**config.mk**
```make
export PLATFORM = sky130hd
export DESIGN_NAME = gcn_fetch_scheduler
export DESIGN_NICKNAME = d
export VERILOG_FILES = /design/src/rtl/gcn_fetch_scheduler.sv
export SDC_FILE = /design/constraint.sdc
export NUM_CORES = 1
export LEC_CHECK = 0
export CORE_AREA = 2 2 53 105
export DETAILED_ROUTE_END_ITERATION = 16
export DIE_AREA = 0 0 55 107
export MAX_ROUTING_LAYER = met4
export PLACE_DENSITY = 0.5
export SETUP_SLACK_MARGIN = 0.5
export SKIP_LAST_GASP = 1
export SYNTH_ARGS = -nofsm -noshare
export SYNTH_HDL_FRONTEND = slang
export SYNTH_SLANG_ARGS = --single-unit
```
**constraint.sdc**
```tcl
create_clock -name clk -period 2.3 [get_ports clk]
set_input_delay 0.46 -clock clk [delete_from_list [all_inputs] [get_ports clk]]
set_output_delay 0.46 -clock clk [all_outputs]
set_load 0.01 [all_outputs]
```
**src/rtl/gcn_fetch_scheduler.sv**
```systemverilog
// -----------------------------------------------------------------------------
// gcn_fetch_scheduler
//
// Control sequencer for the GCN inference datapath. It fetches the weight
// columns, then for each feature row fetches the row, captures it, starts the
// multiply engine and waits for it. After the last row it walks the COO edge
// list and hands over to the argmax stage. No arithmetic is done here; the
// block only says which datapath register takes data_in and when.
//
// Optional feature macro: GCN_SCHED_PERF_EN
//   defined     : cycle_count counts busy cycles. It saturates at 16'hFFFF,
//                 clears when a start is accepted and holds in DONE.
//   not defined : cycle_count is tied to zero.
//
// Ports
//   clk, reset_n   rising-edge clock, asynchronous active-low reset
//   start          level request, only looked at in IDLE / DONE
//   mac_done       multiply engine finished, only looked at in MAC_WAIT
//   argmax_done    argmax finished, only looked at in ARG_WAIT
//   read_address   memory address (0 when no read is issued)
//   enable_read    read strobe; data_in is valid one cycle later
//   wt_we, wt_idx  write data_in into weight column wt_idx
//   feat_we        write data_in into feature row row_idx
//   row_idx        current feature row
//   mac_start      one-cycle pulse: compute row row_idx
//   coo_address    edge index, live while coo_valid
//   coo_valid      coo_address is live this cycle
//   argmax_start   one-cycle pulse
//   busy           high in every state except IDLE and DONE
//   done           high only in DONE
//   cycle_count    busy-cycle performance counter
// -----------------------------------------------------------------------------
module gcn_fetch_scheduler #(
  parameter int FEATURE_ROWS    = 6,
  parameter int WEIGHT_COLS     = 3,
  parameter int COO_NUM_OF_COLS = 6,
  parameter int ADDRESS_WIDTH   = 13,
  parameter int WEIGHT_BASE     = 0,
  parameter int FEATURE_BASE    = 512,
  parameter int ROW_BW          = $clog2(FEATURE_ROWS),
  parameter int WT_BW           = $clog2(WEIGHT_COLS),
  parameter int COO_BW          = $clog2(COO_NUM_OF_COLS)
) (
  input  logic                     clk,
  input  logic                     reset_n,
  input  logic                     start,
  input  logic                     mac_done,
  input  logic                     argmax_done,
  output logic [ADDRESS_WIDTH-1:0] read_address,
  output logic                     enable_read,
  output logic                     wt_we,
  output logic [WT_BW-1:0]         wt_idx,
  output logic                     feat_we,
  output logic [ROW_BW-1:0]        row_idx,
  output logic                     mac_start,
  output logic [COO_BW-1:0]        coo_address,
  output logic                     coo_valid,
  output logic                     argmax_start,
  output logic                     busy,
  output logic                     done,
  output logic [15:0]              cycle_count
);

  typedef enum logic [3:0] {
    S_IDLE       = 4'd0,
    S_FETCH_WT   = 4'd1,
    S_FETCH_FEAT = 4'd2,
    S_CAPTURE    = 4'd3,
    S_MAC_REQ    = 4'd4,
    S_MAC_WAIT   = 4'd5,
    S_COO_WALK   = 4'd6,
    S_ARG_REQ    = 4'd7,
    S_ARG_WAIT   = 4'd8,
    S_DONE       = 4'd9
  } state_t;

  // Terminal index values come from the parameters, not from the counter
  // width, so non-power-of-two sizes stop at the right place.
  localparam logic [WT_BW-1:0]  WT_LAST  = WT_BW'(WEIGHT_COLS - 1);
  localparam logic [ROW_BW-1:0] ROW_LAST = ROW_BW'(FEATURE_ROWS - 1);
  localparam logic [COO_BW-1:0] COO_LAST = COO_BW'(COO_NUM_OF_COLS - 1);

  state_t              r_state;
  state_t              w_state_nxt;
  logic [WT_BW-1:0]    r_wt_cnt;
  logic [ROW_BW-1:0]   r_row;
  logic [COO_BW-1:0]   r_coo;
  logic                r_wt_we;
  logic [WT_BW-1:0]    r_wt_idx;
  logic                w_idle_or_done;

  assign w_idle_or_done = (r_state == S_IDLE) || (r_state == S_DONE);

  // State register.
  always_ff @(posedge clk or negedge reset_n) begin
    if (!reset_n) begin
      r_state <= S_IDLE;
    end else begin
      r_state <= w_state_nxt;
    end
  end

  // Next-state logic.
  always_comb begin
    w_state_nxt = r_state;
    case (r_state)
      S_IDLE, S_DONE: begin
        if (start) w_state_nxt = S_FETCH_WT;
        else       w_state_nxt = r_state;
      end
      S_FETCH_WT: begin
        if (r_wt_cnt == WT_LAST) w_state_nxt = S_FETCH_FEAT;
        else                     w_state_nxt = S_FETCH_WT;
      end
      S_FETCH_FEAT: w_state_nxt = S_CAPTURE;
      S_CAPTURE:    w_state_nxt = S_MAC_REQ;
      S_MAC_REQ:    w_state_nxt = S_MAC_WAIT;
      S_MAC_WAIT: begin
        if (!mac_done)             w_state_nxt = S_MAC_WAIT;
        else if (r_row == ROW_LAST) w_state_nxt = S_COO_WALK;
        else                       w_state_nxt = S_FETCH_FEAT;
      end
      S_COO_WALK: begin
        if (r_coo == COO_LAST) w_state_nxt = S_ARG_REQ;
        else                   w_state_nxt = S_COO_WALK;
      end
      S_ARG_REQ: w_state_nxt = S_ARG_WAIT;
      S_ARG_WAIT: begin
        if (argmax_done) w_state_nxt = S_DONE;
        else             w_state_nxt = S_ARG_WAIT;
      end
      default: w_state_nxt = S_IDLE;
    endcase
  end

  // Index counters and the delayed weight-write strobe. The weight write lags
  // its read by one cycle because memory data arrives one cycle later.
  always_ff @(posedge clk or negedge reset_n) begin
    if (!reset_n) begin
      r_wt_cnt <= '0;
      r_row    <= '0;
      r_coo    <= '0;
      r_wt_we  <= 1'b0;
      r_wt_idx <= '0;
    end else begin
      r_wt_we  <= (r_state == S_FETCH_WT);
      r_wt_idx <= (r_state == S_FETCH_WT) ? r_wt_cnt : '0;
      case (r_state)
        S_IDLE, S_DONE: begin
          if (start) begin
            r_wt_cnt <= '0;
            r_row    <= '0;
            r_coo    <= '0;
          end else begin
            r_wt_cnt <= r_wt_cnt;
          end
        end
        S_FETCH_WT: begin
          if (r_wt_cnt != WT_LAST) r_wt_cnt <= r_wt_cnt + WT_BW'(1);
          else                     r_wt_cnt <= r_wt_cnt;
        end
        S_MAC_WAIT: begin
          if (mac_done && (r_row != ROW_LAST)) r_row <= r_row + ROW_BW'(1);
          else                                 r_row <= r_row;
        end
        S_COO_WALK: begin
          if (r_coo != COO_LAST) r_coo <= r_coo + COO_BW'(1);
          else                   r_coo <= r_coo;
        end
        default: r_coo <= r_coo;
      endcase
    end
  end

  // Output decode from registered state and indices only.
  always_comb begin
    enable_read  = 1'b0;
    read_address = '0;
    feat_we      = 1'b0;
    mac_start    = 1'b0;
    coo_valid    = 1'b0;
    coo_address  = '0;
    argmax_start = 1'b0;
    done         = 1'b0;
    case (r_state)
      S_FETCH_WT: begin
        enable_read  = 1'b1;
        read_address = ADDRESS_WIDTH'(WEIGHT_BASE) + ADDRESS_WIDTH'(r_wt_cnt);
      end
      S_FETCH_FEAT: begin
        enable_read  = 1'b1;
        read_address = ADDRESS_WIDTH'(FEATURE_BASE) + ADDRESS_WIDTH'(r_row);
      end
      S_CAPTURE:  feat_we      = 1'b1;
      S_MAC_REQ:  mac_start    = 1'b1;
      S_COO_WALK: begin
        coo_valid   = 1'b1;
        coo_address = r_coo;
      end
      S_ARG_REQ:  argmax_start = 1'b1;
      S_DONE:     done         = 1'b1;
      default:    done         = 1'b0;
    endcase
    busy = !w_idle_or_done;
  end

  assign wt_we   = r_wt_we;
  assign wt_idx  = r_wt_idx;
  assign row_idx = r_row;

`ifdef GCN_SCHED_PERF_EN
  logic [15:0] r_cycle_count;

  // Busy-cycle counter: cleared on an accepted start, frozen in IDLE/DONE.
  always_ff @(posedge clk or negedge reset_n) begin
    if (!reset_n) begin
      r_cycle_count <= 16'd0;
    end else if (w_idle_or_done) begin
      if (start) r_cycle_count <= 16'd0;
      else       r_cycle_count <= r_cycle_count;
    end else if (r_cycle_count != 16'hFFFF) begin
      r_cycle_count <= r_cycle_count + 16'd1;
    end else begin
      r_cycle_count <= r_cycle_count;
    end
  end

  assign cycle_count = r_cycle_count;
`else
  assign cycle_count = 16'd0;
`endif

endmodule

```
Word level (Yosys, flattened, before mapping). Index checks and enable logic that the tools add are counted.

Flip-flop bits (word level): 15. Input bits: 5. Output and inout bits: 45. Word-level logic and storage cells: 65.

Add/sub/neg operators: 4. Equality and inequality tests: 19. Multiplexer cells: 24. Reduce and logical (&&, ||, !) cells: 12.

Operator list (count): $pmux 4 s9 (1); $pmux 13 s2 (1); $mux 3 (6); $eq 4x3->1 const B (4); $pmux 3 s2 (2); $add 10x3->11 const A (1); $reduce_and 3->1 (3); $eq 4x2->1 const B (2); $eq 4x4->1 const B (2); $mux 1 (8); $mux 2 (4); $ne 2x2->1 const B (4); $add 3x1->3 const B (2); $eq 3x3->1 const B (2); $ne 3x3->1 const B (2); $reduce_bool 2->1 (3); $eq 4x1->1 const B (1); $logic_not 4->1 (1); $mux 4 (1); $pmux 2 s2 (1); $reduce_or 2->1 (2); $add 2x1->2 const B (1); $eq 2x2->1 const B (1); $ne 2x1->1 const B (1); 3 further kinds (3).

Depth between registers and ports, before layout. Gate-level depths: netlist of the first run.

Depth in word-level cells: 4. Gate-level depth with buffers: 6. Mapped depth without buffers: 6.

Worst setup path after synthesis of the first run. No wires, ideal clock.

Kind: register to output. Start: reg r_state[3]. End: out read_address[2]. Arrival time: 1.200 ns. Required time: 1.840 ns. Slack: 0.640 ns. Stages on the path, launching flop included: 5. Buffers on the path: 2. Path through: dfrtp_1 -> buf_6 -> buf_2 -> nor3_2 -> and2_1.

Cells in the longest elaborated chain, start to end: 2. Elaborated cells between the ends (all ways): 3. Those cells by class: 2 x eq/ne; 1 x mux.

RTL lines: start, declared (RTL line 83) `state_t r_state;`; start signal, assigned (RTL line 99) `r_state <= w_state_nxt;`; $eq 4x2->1 or $eq 4x1->1 (tied branches) (RTL line 185) `case (r_state)`; $pmux 13 s2 * (RTL line 185); end, declared (RTL line 49) `output logic [ADDRESS_WIDTH-1:0] read_address,`.

Every way passes the cells marked *; elsewhere a longest branch is shown, timed or not.

Worst setup path after layout of the first run.
Start: reg r_state[0]. End: out coo_address[0].

Cells in the longest elaborated chain, start to end: 2.

RTL lines: $eq 4x3->1 (RTL line 185); $mux 3 (RTL line 185); end, declared (RTL line 56) `output logic [COO_BW-1:0] coo_address,`.

Every way passes these cells.

==> impl_metrics.yaml, run 1 <==
synth:
  synth_area_mm2: 0.001234
  synth_top_family_by_area: "simple AND/OR/NAND/NOR gates"
  post_synth_fa_ha_maj_area_fraction: 0.05071
  synth.distinct_cells: 43
  synth_simple_gate_area_share: 0.2535
  synthesis.yosys.warnings: 0
  synth_seq_area_share: 0.3043
  yosys.area_share.xor_xnor: 0.007099
  synthMuxAreaShare: 0.01724
  synthesis.area_per_instance_um2: 8.627
  compound_gate_portion_of_the_synthesized_area: 0.1602
  synthesis.instances: 143
  synth-seq-cells: 15
clock_network:
  clock-root-buffer: "sky130_fd_sc_hd__clkbuf_8"
  clock_buffer_count_from_cts: 3
  htree_num_levels: 1
  clock_latency_ns: 0.25
  cts.clk_slew.worst_paths_ns: 0.07
  cts_tree: "yes"
  clk_path_buf_depth: 2
  cts.sinks: 15
  holdBufCountCts: 0
grt:
  maximum_number_of_pins_on_one_net_before_global_route_repair: 16
  antenna_found_initial: 0
  grt_first_pass_wirelength_um: 5078
  all_layer_global_routing_usage: 0.1232
  vias_in_the_first_global_route: 1101
  grt.overflow.total: 0
floorplan:
  die_h_um: 107
  core_region_area_mm2: 0.005092
  die-width_um: 55
  ioPinCount: 50
  die-area_mm2: 0.005885
  start_util: 0.2423
  placement_rows: 37
detailed_routing:
  routed-via-count: 1150
  viasPerCell: 4.563
  detail_route.iter0.violations: 14
  drt_pass1_iterations: 4
  final_antenna_net_count: 0
  drc_viols: 0
  totalWireLength_um: 3458
  route.detailed.wl_per_inst_um: 13.72
job:
  maxCapViolCount: 0
timing:
  layout_min_cycle_time_ns: 1.983
  fmax_mhz: 504.3
  rsz0062_at_grt: "yes"
  finalSetupViolCount: 0
  slew_viol_final: 0
  timing.clock.skew_ns: 0.009526
  timing.final.crit_share: 0.8621
  timing.final.hold_violations: 0
  final.setup.tns_ns: 0
critical_path:
  worst-endpoint-required_ns: 1.84
  cp_max_fo: 4
  end_kind: "output pin"
  setup.worst_path.class: "flop to output pin"
  timing.critical_path.from_type: "flop"
  critPathArrivalTime_ns: 1.52
placed_design:
  port_buffers: 24
  detailed_place_hpwl_um: 2397
  dpl_cell_area_mm2: 0.001483
  globalplace.congestion: 0.8424
pwr:
  switching_part_of_the_total_power: 0.4073
  power.density_mw_per_mm2: 1111
  ir_drop_v: 0.0004368
  power.clock.fraction: 0.112
  leakage_nw: 0.8450
  power.internal_w: 0.001202
  p_sw_w: 0.0008258
  combinationalPowerShare: 0.655
  pwr_total_w: 0.002028
  sequentialPowerShare: 0.233
hold_path:
  hold_path_class: "input pin to asynchronous set/reset pin"
layout:
  design_area_mm2: 0.001826
  insertedDiodeCount: 0
  post-route-util: 0.3585
  final_layout_size_suffix_gt1_frac: 0.3814
  syn_to_final_growth_pct: 47.97
  final_nets: 205
status:
  status: "finished clean"
## routing by layer
layer | wire [um] | up-vias | track usage
met5 | 0 | - | -
met3 | 126 | 6 | 0.004178
met2 | 2003 | 41 | 0.2151
li1 | - | 546 | -
met4 | 85 | 0 | 0.08362
met1 | 1243 | 557 | 0.1234
## flip-flops by register name (all words and copies together), names as in the netlist
name and count:
r_coo 3, r_wt_cnt 2, wt_we 1, wt_idx 2
row_idx 3, r_state 4
## cells in the mapped netlist
| cell type | count | area (um^2) |
|---|---|---|
| sky130_fd_sc_hd__buf_4 | 26 | 195.2 |
| sky130_fd_sc_hd__dfrtp_1 | 15 | 375.4 |
| sky130_fd_sc_hd__nand2_1 | 12 | 45.04 |
| sky130_fd_sc_hd__a21oi_1 | 7 | 35.03 |
| sky130_fd_sc_hd__nor2_1 | 7 | 26.28 |
| sky130_fd_sc_hd__and2_1 | 6 | 37.54 |
| sky130_fd_sc_hd__nand2b_1 | 6 | 37.54 |
| sky130_fd_sc_hd__nor3_1 | 6 | 30.03 |
| sky130_fd_sc_hd__o21ai_0 | 6 | 30.03 |
| sky130_fd_sc_hd__buf_2 | 5 | 25.02 |
| sky130_fd_sc_hd__ha_1 | 5 | 62.56 |
| sky130_fd_sc_hd__inv_1 | 4 | 15.01 |
| sky130_fd_sc_hd__nand3_1 | 4 | 20.02 |
| sky130_fd_sc_hd__a21o_1 | 2 | 15.01 |
| sky130_fd_sc_hd__nand3b_1 | 2 | 15.01 |
| sky130_fd_sc_hd__nor2b_1 | 2 | 12.51 |
| sky130_fd_sc_hd__o31ai_1 | 2 | 15.01 |
| sky130_fd_sc_hd__a21bo_2 | 1 | 10.01 |
| sky130_fd_sc_hd__a21boi_0 | 1 | 7.510 |
| sky130_fd_sc_hd__a221o_1 | 1 | 10.01 |
| sky130_fd_sc_hd__a2bb2oi_1 | 1 | 8.760 |
| sky130_fd_sc_hd__a311oi_2 | 1 | 15.01 |
| sky130_fd_sc_hd__a31o_2 | 1 | 8.760 |
| sky130_fd_sc_hd__a31oi_1 | 1 | 6.260 |
| sky130_fd_sc_hd__and4b_1 | 1 | 10.01 |
| sky130_fd_sc_hd__and4bb_1 | 1 | 12.51 |
| sky130_fd_sc_hd__and4bb_2 | 1 | 12.51 |
| sky130_fd_sc_hd__buf_6 | 1 | 11.26 |
| sky130_fd_sc_hd__clkbuf_2 | 1 | 5.000 |
| sky130_fd_sc_hd__conb_1 | 1 | 3.750 |
| sky130_fd_sc_hd__mux2_2 | 1 | 11.26 |
| sky130_fd_sc_hd__mux2i_1 | 1 | 10.01 |
| sky130_fd_sc_hd__nand4_1 | 1 | 6.260 |
| sky130_fd_sc_hd__nor3_2 | 1 | 10.01 |
| sky130_fd_sc_hd__nor3b_1 | 1 | 7.510 |
| sky130_fd_sc_hd__nor4b_1 | 1 | 8.760 |
| sky130_fd_sc_hd__nor4b_2 | 1 | 15.01 |
| sky130_fd_sc_hd__o211ai_2 | 1 | 12.51 |
| sky130_fd_sc_hd__o221ai_1 | 1 | 8.760 |
| sky130_fd_sc_hd__o22ai_1 | 1 | 6.260 |
| sky130_fd_sc_hd__o311ai_1 | 1 | 8.760 |
| sky130_fd_sc_hd__or2_2 | 1 | 6.260 |
| sky130_fd_sc_hd__xnor2_1 | 1 | 8.760 |
## final timing paths
kind / cells after the start / from / slack, ns / to
max: 5 / r_state[0] / 0.32 / coo_address[0]
min: 2 / reset_n / 0.53 / r_coo[2]
max reg2reg: 8 / r_state[0] / 0.48 / r_state[0]
min reg2reg: 1 / r_wt_cnt[0] / 0.53 / r_wt_cnt[0]
max in group asynchronous: 2 / reset_n / 1.55 / r_state[1]
min in group clk: 1 / r_wt_cnt[0] / 0.53 / r_wt_cnt[0]
## critical path, stage by stage, from the launching register on
cell and delay, ns:
sky130_fd_sc_hd__dfrtp_1 0.44, sky130_fd_sc_hd__buf_6 0.16, sky130_fd_sc_hd__and4bb_2 0.33, sky130_fd_sc_hd__buf_6 0.12
sky130_fd_sc_hd__and2_4 0.13, sky130_fd_sc_hd__buf_6 0.09
## layout by cell type (no fill, tap or decap), types with 2 or more instances in the layout
cell type                          n
sky130_fd_sc_hd__nand2b_4          2
sky130_fd_sc_hd__clkdlybuf4s50_1  10
sky130_fd_sc_hd__nor2b_1           2
sky130_fd_sc_hd__nor3_2            2
sky130_fd_sc_hd__nor2_1            6
sky130_fd_sc_hd__nand2_1          11
sky130_fd_sc_hd__and2_1            3
sky130_fd_sc_hd__a21oi_1           7
sky130_fd_sc_hd__buf_6            11
sky130_fd_sc_hd__nor3_1            3
sky130_fd_sc_hd__and4bb_2          2
sky130_fd_sc_hd__ha_1              5
sky130_fd_sc_hd__buf_2             9
sky130_fd_sc_hd__dfrtp_1          12
sky130_fd_sc_hd__nand2b_1          4
sky130_fd_sc_hd__o31ai_1           2
sky130_fd_sc_hd__nand3_1           3
sky130_fd_sc_hd__conb_1           25
sky130_fd_sc_hd__o21ai_0           6
sky130_fd_sc_hd__buf_4            22
sky130_fd_sc_hd__clkbuf_8          3
sky130_fd_sc_hd__dfrtp_2           3
sky130_fd_sc_hd__inv_1             4
sky130_fd_sc_hd__nor3_4            2
sky130_fd_sc_hd__a21o_1            2
sky130_fd_sc_hd__and2_4            3
sky130_fd_sc_hd__nand3b_1          2
## cells by family (layout without fill, tap and decap cells)
kind of cell / count (synthesis) / count (layout)
buf+inv: 37 / 64
compound gates: 28 / 28
other cells: 1 / 25
flops: 15 / 15
simple gates: 54 / 54
xor+xnor: 1 / 1
mux: 2 / 2
fa+ha+maj: 5 / 5
## power groups by stage
| stage | Combinational [W] | Clock (W) | Sequential, W |
|---|---|---|---|
| 6_report | 0.00133 | 0.000227 | 0.000473 |
| 5_1_grt | 0.00143 | 0.000241 | 0.000488 |
| 4_1_cts | 0.00111 | 0.000230 | 0.000470 |
| 3_5_place_dp | 0.000963 | 0 | 0.000461 |
| 3_3_place_gp | 0.000961 | 0 | 0.000462 |
| 2_1_floorplan | 0.000599 | 0 | 0.000449 |
## repair_timing
| item | in CTS | in global routing |
|---|---|---|
| endpoints found under the setup margin | 14 | 18 |
| pin swaps | 5 | 9 |
| buffers inserted | 13 | 8 |
| gates resized for setup | 65 | 32 |
## layout make-up
type / count / area, um^2
sequential: 15 / 379.1
clock buffer: 4 / 45.04
multi-input combinational: 115 / 823.3
tap: 58 / 72.57
timing repair buffer: 56 / 490.5
fill: 542 / 3267
inverter: 4 / 15.01
## per-stage QoR
stage	instances	worst slack (ns)	hold WS (ns)
floorplan	167	0.6396	0.1644
detailed placement	227	0.1915	0.5184
global placement	227	0.1910	0.5263
finish	252	0.3171	0.5304
CTS	244	0.3233	0.5368
global route	252	0.2832	0.5680
No activity file was read; power rests on OpenSTA's default activity.
==> run 2, diff against run 1 <==
- CORE_AREA: 2 2 53 105 -> 2 2 40 79
- CTS_CLUSTER_SIZE: not set -> 28
- DIE_AREA: 0 0 55 107 -> 0 0 42 81
- PLACE_DENSITY: 0.5 -> 0.81
==> run 2 against run 1 <==
Core utilization up 30 points; sequential share of layout area shrank 0.38 points; total power is 2.4% higher; hold slack better by 0.0053 ns; first-iteration DRC count is 140% higher; via count grew 3.8%; cell count shrank 9.9%.
==> impl_metrics.yaml, run 2 (synthesis results as in run 1) <==
placed_design:
  post-place-ws_ns: 0.1321
  dpl_cell_area_mm2: 0.001410
  port_buffers: 24
  detailed_place_hpwl_um: 1967
  globalplace.congestion: 0.8029
grt:
  grt.overflow.total: 0
  maximum_number_of_pins_on_one_net_before_global_route_repair: 18
  antenna_found_initial: 0
  all_layer_global_routing_usage: 0.2134
  vias_in_the_first_global_route: 1115
  grt.met3_usage: 0.03111
  global_route.peak_usage_layer: "met2"
  grtUsageMet2: 0.3625
  grt_first_pass_wirelength_um: 5271
  met1_usage: 0.2337
pwr:
  power.clock.fraction: 0.108
  combinationalPowerShare: 0.661
  power.density_mw_per_mm2: 1109
  power.internal_w: 0.001209
  sequentialPowerShare: 0.230
  pwr_total_w: 0.002076
  leakage_nw: 0.8858
  p_sw_w: 0.0008668
  ir_drop_v: 0.0006181
  switching_part_of_the_total_power: 0.4176
hold_path:
  launch_instance_of_the_worst_min_delay_path: "r_wt_cnt[0]"
  hold_path_class: "flop to flop"
  worstHoldPathCells: 1
critical_path:
  reg2reg_depth: 7
  end_kind: "output pin"
  worst-endpoint-required_ns: 1.84
  crit-reg2reg-launch: "r_state[3]"
  worst_setup_path_startpoint: "r_state[3]"
  setup.worst_path.class: "flop to output pin"
  critPathArrivalTime_ns: 1.59
  cp_max_fo: 5
  timing.critical_path.from_type: "flop"
floorplan:
  start_util: 0.4347
  core_region_area_mm2: 0.002838
  die-area_mm2: 0.003402
  ioPinCount: 50
  die_h_um: 81
  placement_rows: 28
  die-width_um: 42
layout:
  top_library_cells_by_usage_in_the_layout_fill_and_taps_aside: "sky130_fd_sc_hd__conb_1, sky130_fd_sc_hd__buf_4, sky130_fd_sc_hd__buf_6"
  final_nets: 208
  design_area_mm2: 0.001872
  final_common_cell: "sky130_fd_sc_hd__conb_1"
  regArea_um2: 381.6
  fillCellCount: 240
  final_layout_size_suffix_gt1_frac: 0.4518
  syn_to_final_growth_pct: 51.72
  insertedDiodeCount: 0
  largest-register: "r_state"
  largest_register_ffs: 4
  footprint_of_the_multi_input_gates_um2: 855.8
job:
  maxCapViolCount: 0
timing:
  layout_setup_ws_ns: 0.2533
  timing.final.hold_violations: 0
  timing.clock.skew_ns: 0.001712
  final.setup.tns_ns: 0
  timing.final.crit_share: 0.8899
  worst_pin_slew_ns: 0.7068
  finalSetupViolCount: 0
  rsz0062_at_grt: "yes"
  fmax_mhz: 488.6
  slew_viol_final: 0
  layout_min_cycle_time_ns: 2.047
  slew_headroom: 0.5273
detailed_routing:
  route.detailed.wl_per_inst_um: 15.76
  detail_route.iter0.violations: 34
  final_antenna_net_count: 0
  viasPerCell: 5.260
  drt_pass1_iterations: 4
  routed-via-count: 1194
  drc_viols: 0
  totalWireLength_um: 3578
clock_network:
  cts.sinks: 15
  cts.clk_slew.worst_paths_ns: 0.07
  clock_buffer_count_from_cts: 3
  cts_tree: "yes"
  clk_path_buf_depth: 2
  htree_num_levels: 1
  clock-root-buffer: "sky130_fd_sc_hd__clkbuf_8"
  clock_latency_ns: 0.25
status:
  status: "finished clean"
run 2: routing by layer:
| metal | vias up | share of wire |
|---|---|---|
| li1 | 560 | - |
| met2 | 61 | 0.53 |
| met5 | - | 0 |
| met3 | 14 | 0.054 |
| met4 | 0 | 0.037 |
| met1 | 559 | 0.38 |
run 2: cell type report:
type                       instances  share of cell area
clock buffer                       3             0.02206
multi-input combinational        115              0.4572
inverter                           4            0.008021
clock inverter                     1            0.004011
timing repair buffer              59              0.2848
sequential                        15              0.2039
tap                               30             0.02005
run 2: power by group through the flow:
stage	combinational, W	clock, W	sequential (W)
finish	0.00137	0.000225	0.000478
floorplan	0.000599	0	0.000449
global route	0.00147	0.000240	0.000488
detailed placement	0.000912	0	0.000458
global placement	0.000879	0	0.000450
CTS	0.00117	0.000229	0.000466
run 2: repair_timing:
item	in CTS	in global routing
setup endpoints to repair	14	21
buffers inserted	21	8
hold buffers	0	0
gates resized for setup	84	32
pin swaps	6	12
run 2: through the flow:
step	hold slack, ns	instances	util
6_report	0.5357	227	0.6596
2_1_floorplan	0.1644	167	-
3_5_place_dp	0.5191	194	0.4969
5_1_grt	0.5641	227	0.6596
3_3_place_gp	0.5045	194	0.4969
4_1_cts	0.5421	219	0.5961
run 2: worst paths after layout:
kind                                   end  slack [ns]
hold / removal                 r_wt_cnt[0]        0.54
min in group asynchronous         r_coo[0]        0.63
max in group asynchronous       row_idx[0]        1.18
setup reg to reg                row_idx[2]        0.46
hold reg to reg                r_wt_cnt[0]        0.54
setup / recovery           read_address[0]        0.25
run 2: worst max-delay path, stage by stage, from the launching register on:
cell and delay, ns:
sky130_fd_sc_hd__dfrtp_2 0.45, sky130_fd_sc_hd__nor4b_4 0.29, sky130_fd_sc_hd__buf_4 0.16, sky130_fd_sc_hd__buf_6 0.09, sky130_fd_sc_hd__and2_4 0.13, sky130_fd_sc_hd__a21o_1 0.08
sky130_fd_sc_hd__buf_2 0.13
==> run 3, diff against run 2 <==
- CTS_CLUSTER_SIZE: 28 -> 20
==> results of run 3 <==
Same layout as run 2: the final DEF is identical, and so are final timing and power.
